<file path="config.mk">
export PLATFORM = sky130hd
export DESIGN_NAME = pp_accumulator_7x7_flat
export DESIGN_NICKNAME = d
export VERILOG_FILES = /design/src/rtl/pp_accumulator_7x7_pkg.sv /design/src/rtl/pp_accumulator_7x7_if.sv /design/src/rtl/pp_accumulator_7x7_align.sv /design/src/rtl/pp_accumulator_7x7.sv /design/src/flat_wrapper.sv
export SDC_FILE = /design/constraint.sdc
export NUM_CORES = 1
export LEC_CHECK = 0
export ABC_AREA = 1
export BUFFER_PORTS_ARGS = -buffer_cell sky130_fd_sc_hd__buf_2
export CORE_MARGIN = 2
export CORE_UTILIZATION = 26
export CTS_CLUSTER_SIZE = 12
export DETAILED_ROUTE_END_ITERATION = 10
export PLACE_DENSITY_LB_ADDON = 0.08
export SYNTH_ARGS = -nofsm -noshare
export SYNTH_HDL_FRONTEND = slang
export SYNTH_HIERARCHICAL = 1
export SYNTH_SLANG_ARGS = --single-unit
</file>
<file path="constraint.sdc">
create_clock -name clk -period 4.8 [get_ports clk]
set_clock_uncertainty 0.2 [all_clocks]
set_input_delay 0.24 -clock clk [delete_from_list [all_inputs] [get_ports clk]]
set_output_delay 0.24 -clock clk [all_outputs]
set_load 0.1 [all_outputs]
</file>
<file path="src/rtl/pp_accumulator_7x7_pkg.sv">
// Shared constants and types for the iterative 7x7 Booth partial-product accumulator.
// PROD_W  : product / accumulator width
// NPP     : number of partial products per set
// PP_W    : width of each incoming partial product
// PP_OFS  : LSB weight of each partial product within the product
// state_e : accumulator FSM states
package pp_acc_pkg;

  localparam int unsigned PROD_W   = 14;
  localparam int unsigned NPP      = 4;
  localparam int unsigned PP_MAX_W = 12;

  localparam int unsigned PP_W   [NPP] = '{11, 12, 12, 10};
  localparam int unsigned PP_OFS [NPP] = '{0, 0, 2, 4};

  typedef enum logic [1:0] {
    IDLE,
    ACCUM,
    DONE
  } state_e;

endpackage

</file>
<file path="src/rtl/pp_accumulator_7x7_if.sv">
// Bundle of the two valid/ready handshakes around the accumulator.
// Input side : in_valid, in_ready, pp00..pp03 (one partial-product set)
// Output side: out_valid, out_ready, product (14-bit unsigned product)
// master : producer of partial products / consumer of products
// slave  : the accumulator itself
interface pp_accumulator_7x7_if;
  import pp_acc_pkg::*;

  logic              in_valid;
  logic              in_ready;
  logic [10:0]       pp00;
  logic [11:0]       pp01;
  logic [11:0]       pp02;
  logic [9:0]        pp03;
  logic              out_valid;
  logic              out_ready;
  logic [PROD_W-1:0] product;

  modport master (
    output in_valid, pp00, pp01, pp02, pp03, out_ready,
    input  in_ready, out_valid, product
  );

  modport slave (
    input  in_valid, pp00, pp01, pp02, pp03, out_ready,
    output in_ready, out_valid, product
  );

endinterface

</file>
<file path="src/rtl/pp_accumulator_7x7_align.sv">
// Combinational alignment of one partial product to its Booth weight.
// i_pp   : latched partial product, zero-padded to PP_MAX_W
// i_idx  : which partial product this is (selects width and offset)
// o_term : term zero-extended to PROD_W and shifted to its LSB offset;
//          bits pushed above the product MSB are dropped
module pp_align_7x7
  import pp_acc_pkg::*;
(
  input  logic [PP_MAX_W-1:0] i_pp,
  input  logic [1:0]          i_idx,
  output logic [PROD_W-1:0]   o_term
);

  logic [PROD_W-1:0] w_ext;

  always_comb begin
    w_ext = '0;
    // Keep only the bits that belong to the selected partial product.
    for (int unsigned b = 0; b < PP_MAX_W; b++) begin
      if (b < PP_W[i_idx]) begin
        w_ext[b] = i_pp[b];
      end
    end
    o_term = w_ext << PP_OFS[i_idx];
  end

endmodule

</file>
<file path="src/rtl/pp_accumulator_7x7.sv">
// Iterative accumulator for the four radix-4 Booth partial products of an
// unsigned 7x7 multiply. Takes one set, adds LANES aligned terms per cycle
// modulo 2^14, then presents the product until the consumer takes it.
// clk, rst : rising-edge clock, synchronous active-high reset
// bus      : slave side of both handshakes (set in, product out)
// LANES    : partial products added per accumulate cycle (1, 2 or 4)
// PROD_W   : product width, must match the 7x7 datapath (14)
module pp_accumulator_7x7 #(
  parameter int unsigned LANES  = 1,
  parameter int unsigned PROD_W = 14
) (
  input logic                clk,
  input logic                rst,
  pp_accumulator_7x7_if.slave bus
);

  localparam int unsigned NPP      = pp_acc_pkg::NPP;
  localparam int unsigned PP_MAX_W = pp_acc_pkg::PP_MAX_W;
  localparam int unsigned NGRP     = NPP / LANES;

  if (!(LANES == 1 || LANES == 2 || LANES == 4)) begin : g_bad_lanes
    $error("pp_accumulator_7x7: LANES must be 1, 2 or 4");
  end

  if (PROD_W != pp_acc_pkg::PROD_W) begin : g_bad_width
    $error("pp_accumulator_7x7: PROD_W must be 14");
  end

  pp_acc_pkg::state_e r_state;
  pp_acc_pkg::state_e w_state_d;

  logic [PP_MAX_W-1:0] r_pp [NPP];
  logic [PROD_W-1:0]   r_acc;
  logic [PROD_W-1:0]   r_product;
  logic [1:0]          r_count;

  logic [PROD_W-1:0]   w_term [LANES];
  logic [PROD_W-1:0]   w_sum;
  logic                w_accept;
  logic                w_release;
  logic                w_last;

  // Handshake outputs decode registered state only.
  assign bus.in_ready  = (r_state == pp_acc_pkg::IDLE);
  assign bus.out_valid = (r_state == pp_acc_pkg::DONE);
  assign bus.product   = r_product;

  assign w_accept  = bus.in_valid && (r_state == pp_acc_pkg::IDLE);
  assign w_release = bus.out_ready && (r_state == pp_acc_pkg::DONE);
  assign w_last    = (32'(r_count) == NGRP - 1);

  // Lane l handles term count*LANES + l this cycle.
  for (genvar l = 0; l < LANES; l++) begin : g_lane
    logic [1:0] w_idx;
    assign w_idx = 2'(32'(r_count) * LANES + l);

    pp_align_7x7 u_align (
      .i_pp   (r_pp[w_idx]),
      .i_idx  (w_idx),
      .o_term (w_term[l])
    );
  end

  // Adder chain; carry out of bit 13 is dropped, which is exact because the
  // sign-extension constants cancel modulo 2^14.
  always_comb begin
    w_sum = r_acc;
    for (int unsigned l = 0; l < LANES; l++) begin
      w_sum = w_sum + w_term[l];
    end
  end

  always_comb begin
    w_state_d = r_state;
    unique case (r_state)
      pp_acc_pkg::IDLE:  if (w_accept)  w_state_d = pp_acc_pkg::ACCUM;
      pp_acc_pkg::ACCUM: if (w_last)    w_state_d = pp_acc_pkg::DONE;
      pp_acc_pkg::DONE:  if (w_release) w_state_d = pp_acc_pkg::IDLE;
      default:                          w_state_d = pp_acc_pkg::IDLE;
    endcase
  end

  always_ff @(posedge clk) begin
    if (rst) begin
      r_state <= pp_acc_pkg::IDLE;
    end else begin
      r_state <= w_state_d;
    end
  end

  always_ff @(posedge clk) begin
    if (rst) begin
      r_acc     <= '0;
      r_count   <= '0;
      r_product <= '0;
      for (int unsigned i = 0; i < NPP; i++) begin
        r_pp[i] <= '0;
      end
    end else begin
      unique case (r_state)
        pp_acc_pkg::IDLE: begin
          if (w_accept) begin
            r_pp[0] <= {1'b0, bus.pp00};
            r_pp[1] <= bus.pp01;
            r_pp[2] <= bus.pp02;
            r_pp[3] <= {2'b00, bus.pp03};
            r_acc   <= '0;
            r_count <= '0;
          end
        end
        pp_acc_pkg::ACCUM: begin
          r_acc   <= w_sum;
          r_count <= r_count + 2'd1;
          if (w_last) begin
            r_product <= w_sum;
          end
        end
        pp_acc_pkg::DONE: begin
          if (w_release) begin
            r_product <= '0;
          end
        end
        default: ;
      endcase
    end
  end

endmodule

</file>
<file path="src/flat_wrapper.sv">
// flat-port wrapper written by rule: the top's interface ports become plain ports
module pp_accumulator_7x7_flat 
#(
  parameter int unsigned LANES  = 1,
  parameter int unsigned PROD_W = 14
)
  (clk, rst, bus_in_valid, bus_pp00, bus_pp01, bus_pp02, bus_pp03, bus_out_ready, bus_in_ready, bus_out_valid, bus_product);
  pp_accumulator_7x7_if bus_i ();
  input logic clk;
  input logic rst;
  input wire logic [$bits(bus_i.in_valid)-1:0] bus_in_valid;
  input wire logic [$bits(bus_i.pp00)-1:0] bus_pp00;
  input wire logic [$bits(bus_i.pp01)-1:0] bus_pp01;
  input wire logic [$bits(bus_i.pp02)-1:0] bus_pp02;
  input wire logic [$bits(bus_i.pp03)-1:0] bus_pp03;
  input wire logic [$bits(bus_i.out_ready)-1:0] bus_out_ready;
  output wire logic [$bits(bus_i.in_ready)-1:0] bus_in_ready;
  output wire logic [$bits(bus_i.out_valid)-1:0] bus_out_valid;
  output wire logic [$bits(bus_i.product)-1:0] bus_product;
  assign bus_i.in_valid = bus_in_valid;
  assign bus_i.pp00 = bus_pp00;
  assign bus_i.pp01 = bus_pp01;
  assign bus_i.pp02 = bus_pp02;
  assign bus_i.pp03 = bus_pp03;
  assign bus_i.out_ready = bus_out_ready;
  assign bus_in_ready = bus_i.in_ready;
  assign bus_out_valid = bus_i.out_valid;
  assign bus_product = bus_i.product;
  pp_accumulator_7x7 #(.LANES(LANES), .PROD_W(PROD_W)) u_core (.clk(clk), .rst(rst), .bus(bus_i));
endmodule
</file>
==> results of run 1 <==
-- kinds of logic (layout without fill, tap and decap cells) --
| kind of cell | Yosys count | in the layout | synth area share |
|---|---|---|---|
| AND/OR/NAND/NOR | 301 | 301 | 0.277 |
| AO/OA/AOI/OAI | 66 | 66 | 0.0851 |
| adder cells (fa/ha/maj) | 17 | 17 | 0.0503 |
| XOR/XNOR | 5 | 5 | 0.00999 |
| flip-flops | 79 | 79 | 0.464 |
| buffers and inverters | 122 | 210 | 0.114 |
-- sequential cells by signal, indices dropped and copies added, names as in the netlist, named ones only --
name                flops
u_core/r_acc           14
u_core/r_pp            45
u_core/r_state          2
u_core/bus.product     14
u_core/r_count          2
-- per-stage QoR --
stage	hold slack (ns)	setup WS (ns)	cells	utilization	total power [mW]
after floorplan	0.212	1.36	590	-	1.06
after global placement	0.251	1.14	852	0.294	1.17
after detailed placement	0.251	1.03	852	0.294	1.17
after CTS	0.00496	1.01	898	0.329	1.87
after global routing	0.0269	0.740	898	0.329	1.95
final	0.0188	1.06	898	0.329	1.84
-- cell type report --
class	count	area, um^2
Clock buffer	10	229
Tap cell	220	275
Multi-Input combinational cell	389	1850
Clock inverter	6	58.8
Timing Repair Buffer	94	621
Sequential cell	79	2030
Inverter	100	375
Fill cell	1789	11100
-- tightest hold or removal path: stages --
cell	delay (ns)
buf_2	0.08
inv_1	0.03
nor2_1	0.09
-- placed cells by master, fill, tap and decap left out, types with 9 or more instances in the layout --
cell | synthesis | final
a21oi_1 | 40 | 40
o21ai_0 | 14 | 14
nand2_1 | 157 | 156
dfxtp_1 | 34 | 34
nand3_1 | 32 | 32
buf_2 | 6 | 64
inv_1 | 96 | 96
edfxtp_1 | 45 | 45
dlygate4sd3_1 | 0 | 30
clkbuf_16 | 0 | 9
ha_1 | 16 | 16
o32ai_1 | 10 | 10
nor2_1 | 101 | 101
-- path summary, 6_finish.rpt --
| check | from | to | cells after the start |
|---|---|---|---|
| min | bus_pp01[2] | u_core/r_pp[1][2] | 3 |
| max | flip-flop | u_core/bus.product[6] | 15 |
| max reg2reg | flip-flop | u_core/bus.product[6] | 15 |
| min reg2reg | u_core/bus.product[1] | u_core/bus.product[1] | 2 |
-- power groups by stage --
stage	combinational [mW]	sequential, mW	clock [mW]
after floorplan	0.261	0.799	0
after global placement	0.349	0.818	0
after detailed placement	0.350	0.816	0
after CTS	0.371	0.802	0.697
after global routing	0.420	0.807	0.725
final	0.366	0.801	0.673
-- metal layers --
| layer | vias up | track usage | routed length (um) |
|---|---|---|---|
| li1 | 2021 | - | - |
| met1 | 1703 | 0.172 | 5660 |
| met3 | 14 | 0.0291 | 344 |
| met2 | 61 | 0.211 | 5060 |
| met5 | - | 0 | 0 |
| met4 | 0 | 0.0479 | 221 |
-- repair_timing --
item / in CTS / in global routing
hold buffers: 30 / 0
endpoints found under the hold margin: 30 / 0
setup buffers: 0 / 0
==> impl_metrics.toml, run 1 <==
[pwr]
clockPowerShare = 0.366
p_int_mw = 1.30
p_sw_mw = 0.539
combPwrFrac = 0.199
p_leak_nw = 2.61
ir_drop_v = 0.000160
switching_share = 0.293
p_per_area_nw_per_um2 = 338
seqPwrFrac = 0.435

[routing]
viasPerCell = 4.23
wire_per_inst_um = 12.6
first_pass_iters = 4
vias = 3799
first_iter_violations = 184
routed_wl_mm = 11.3
ant_nets = 0
post-route-drc-count = 0

[yosys]
avgSynthCellArea_um2 = 7.43
yosys.cell_count.top_type = "nand2_1"
synthTopCellsByArea = "edfxtp_1, dfxtp_1, nand2_1"
ys.flop_type = "edfxtp_1"
seq_area_frac_synth = 0.464
synth_top_area_frac = 0.308
postSynthCellCount = 590
ys_types = 25
async_flop_share = 0
yosys_warnings = 6
syn_nets = 656
synth_edf_count = 45
netlist_top_cells_count = "nand2_1, nor2_1, inv_1"
syn_area_um2 = 4380
synth_top_cell_by_area = "edfxtp_1"
ys_seq_elements = 79

[critical_path]
path_common_cell = "nand2_1"
critPathMaxStageDelay_ns = 0.59
cp_slowest_cell = "inv_1"
arrival_ns = 3.74
ff2ff_setup_slack_ns = 1.06
cp_max_fo = 23
critPathCaptureType = "flip-flop"
cp-start-kind = "flip-flop"
crit_type = "reg -> reg"
critical_path_buf_inv_count = 2
crit_required_ns = 4.80
crit_chain = "inv_1, nor2_1, o32ai_1, nand2_1, a21oi_1, ha_1, nand2_1, nand2_1, nor2_1, inv_1, nand2_1, nand2_1, or2_1, nand3_1, a21oi_1"
cp_top_family = "simple AND/OR/NAND/NOR gates"

[cts]
clock_path_buffers = 2
cts_made_buffers = 9
path_clk_slew_ns = 0.06
clockRootBuffer = "clkbuf_16"
insertion_delay_ns = 0.34
htreeDepth = 3
cts-resized-gates = 0
tritoncts = "yes"
clock_sinks = 79

[finish]
n_antenna_cell = 0
syn_to_final_growth_pct = 24.2
drive_gt1_frac = 0.128
nets = 739
fin_area_um2 = 5440

[timing]
max_freq_ghz = 0.267
slew_viol_final = 0
maxSlewHeadroom = 0.310
setup_tns_ns = 0
worst_pin_slew_ns = 1.03
hold_viol_final = 0
fin_crit_sh = 0.779
rsz0062_at_grt = "no"
finalSetupViolCount = 0
fin_crit_ns = 3.74

[global_route]
first_global_vias = 3734
grtUsageTotal = 0.130
antenna_found_initial = 0
gr-total-overflow = 0
grt_pass1_wl_mm = 18.3
grt_max_degree = 47

[floorplanning]
die-area_um2 = 17900
io_pins = 65
die_width_um = 134
initial_utilization = 0.265
placementRows = 47
core_area_um2 = 16500
die_y_um = 134

[place]
io_buffers = 64
routabilityCongestion = 0.800
place.detailed.hpwl_mm = 8.39
place_area_um2 = 4860

[run_status]
status = "complete, no violations"

[worst_hold_path]
hold_path_class = "in -> reg"

[flow_run]
cap_viol_max_count = 0
No activity file was read; power rests on OpenSTA's default activity.
==> run 2, diff against run 1 <==
--- a/config.mk
+++ b/config.mk
@@ -5,7 +5,7 @@
 export SDC_FILE = /design/constraint.sdc
 export NUM_CORES = 1
 export LEC_CHECK = 0
-export ABC_AREA = 1
+export ABC_AREA = 0
 export BUFFER_PORTS_ARGS = -buffer_cell sky130_fd_sc_hd__buf_2
 export CORE_MARGIN = 2
 export CORE_UTILIZATION = 26
==> constraint.sdc (replaced) <==
create_clock -name clk -period 3.45 [get_ports clk]
set_clock_uncertainty 0.2 [all_clocks]
set_input_delay 0.1725 -clock clk [delete_from_list [all_inputs] [get_ports clk]]
set_output_delay 0.1725 -clock clk [all_outputs]
set_load 0.1 [all_outputs]
==> run 2 against run 1 <==
Compared with the run above: sequential share of layout area shrank 0.44 points; final area grew 1.3%; critical path type unchanged; highest routed layer unchanged; first-iteration DRC count down 23%; largest power group unchanged.
==> impl_metrics.toml, run 2 <==
[run_status]
status = "complete, no violations"

[yosys]
ys.flop_type = "edfxtp_1"
syn_area_um2 = 4130
ys_types = 56
yosys_warnings = 6
netlist_top_cells_count = "and2_1, edfxtp_1, dfxtp_1, nor2_1, mux2i_1"
ys_seq_elements = 79
avgSynthCellArea_um2 = 11.7
async_flop_share = 0
synthTopCellsByArea = "edfxtp_1, dfxtp_1, and2_1"
synth_top_area_frac = 0.327
synth_edf_count = 45
seq_area_frac_synth = 0.492
postSynthCellCount = 354
synth_top_cell_by_area = "edfxtp_1"
syn_nets = 420

[critical_path]
crit_chain = "buf_12, mux4_2, mux2i_2, mux2i_1, ha_1, a211oi_1, o21ai_1, a21o_1, a41oi_2, xnor2_1, a22o_1"
crit_type = "reg -> reg"
rr_worst_depth = 11
endpoint = "u_core/r_acc[12]"
cp-start-kind = "flip-flop"
critical_path_buf_inv_count = 1
crit_required_ns = 3.49
r2r-end = "u_core/r_acc[12]"
cp.depth = 11
cp_slowest_cell = "mux4_2"
arrival_ns = 3.26
cp_top_family = "compound AO/OA/AOI/OAI gates"
ff2ff_setup_slack_ns = 0.22
critPathCaptureType = "flip-flop"
critPathMaxStageDelay_ns = 0.56
cp_max_fo = 14

[cts]
clockRootBuffer = "clkbuf_16"
clock_sinks = 79
clock_path_buffers = 2
cts_made_buffers = 9
insertion_delay_ns = 0.35
tritoncts = "yes"
path_clk_slew_ns = 0.06
post_cts_buffers = 0
htreeDepth = 3

[routing]
ant_nets = 0
wire_per_inst_um = 13.2
vias = 2940
routed_wl_mm = 9.12
post-route-drc-count = 0
first_iter_violations = 142
first_pass_iters = 4
viasPerCell = 4.25

[pwr]
p_total_mw = 2.46
p_per_area_nw_per_um2 = 446
p_leak_nw = 2.18
ir_drop_v = 0.000232

[timing]
finalSetupViolCount = 0
hold_viol_final = 0
setup_tns_ns = 0
hold_ws_ns = 0.0592
rsz0062_at_grt = "no"
max_freq_ghz = 0.310
fin_crit_ns = 3.23
fin_crit_sh = 0.935
worst_pin_slew_ns = 0.684
maxSlewHeadroom = 0.543
slew_viol_final = 0

[floorplanning]
die_y_um = 130
die-area_um2 = 16900
core_area_um2 = 15700
initial_utilization = 0.263
placementRows = 46
die_width_um = 130
io_pins = 65

[finish]
n_antenna_cell = 0
nets = 536
final_cell_mix = "buf_2, dlygate4sd3_1, and2_1, edfxtp_1, dfxtp_1"
regMostFlops = "u_core/r_pp"
syn_to_final_growth_pct = 33.5
fin_area_um2 = 5510
largest_reg_flops = 45
layout_commonest_cell = "buf_2"
drive_gt1_frac = 0.267
final_core_util = 0.351

[place]
place_area_um2 = 4720
routabilityCongestion = 0.779
io_buffers = 64
place.detailed.hpwl_mm = 6.98

[global_route]
antenna_found_initial = 0
grtUsageTotal = 0.119
grt_pass1_wl_mm = 15.3
first_global_vias = 2933
gr-total-overflow = 0
grt_max_degree = 46

[flow_run]
cap_viol_max_count = 0

[worst_hold_path]
hold_path_class = "in -> reg"
-- run 2: logic make-up (layout without fill, tap and decap cells) --
| family | Yosys count | in the layout | synth area share |
|---|---|---|---|
| buffers and inverters | 25 | 146 | 0.0330 |
| DFF | 79 | 79 | 0.492 |
| adders and majority gates | 17 | 17 | 0.0533 |
| xor gates and xnor gates | 10 | 10 | 0.0245 |
| AOI/OAI and AO/OA | 67 | 67 | 0.126 |
| and+or+nand+nor | 129 | 129 | 0.175 |
| muxes | 27 | 27 | 0.0958 |
-- run 2: worst min path at each step --
stage | start | endpoint | cells past startpoint
after floorplan | bus_out_ready | u_core/r_state[1] | 2
after global placement | u_core/bus.product[11] | u_core/bus.product[11] | 2
after detailed placement | u_core/bus.product[11] | u_core/bus.product[11] | 2
after CTS | rst | u_core/r_acc[5] | 2
after global routing | rst | u_core/r_acc[5] | 2
final | rst | u_core/bus.product[4] | 2
-- run 2: stage by stage --
stage	worst slack (ns)	instances
final	0.225	691
after global routing	0.00763	691
after CTS	0.120	691
after detailed placement	0.00721	629
after global placement	0.0357	629
after floorplan	0.120	354
-- run 2: power by group --
part           switching (mW)  internal [mW]
registers              0.0224           1.05
logic                   0.180          0.173
clock network           0.398          0.635
-- run 2: metal layers --
metal / share of wire / global-route usage / up-vias / routed length (um)
li1: - / - / 1521 / -
met2: 0.45 / 0.182 / 58 / 4080
met4: 0.018 / 0.0550 / 0 / 168
met1: 0.50 / 0.161 / 1350 / 4540
met5: 0 / 0 / - / 0
met3: 0.037 / 0.0238 / 11 / 336
-- run 2: timing repair --
action / in CTS / in global routing
endpoints found under the hold margin: 46 / 0
resized for setup: 1 / 2
hold buffers: 46 / 0
gates cloned: 0 / 0
setup endpoints to repair: 3 / 12
-- run 2: layout make-up --
cell class                 instances  area [um^2]
clock buffer                       9          225
clock inverter                     7         96.3
fill                            1563        10200
inverter                           8         30.0
multi-input combinational        250         1970
sequential                        79         2030
tap                              216          270
timing repair buffer             122          883
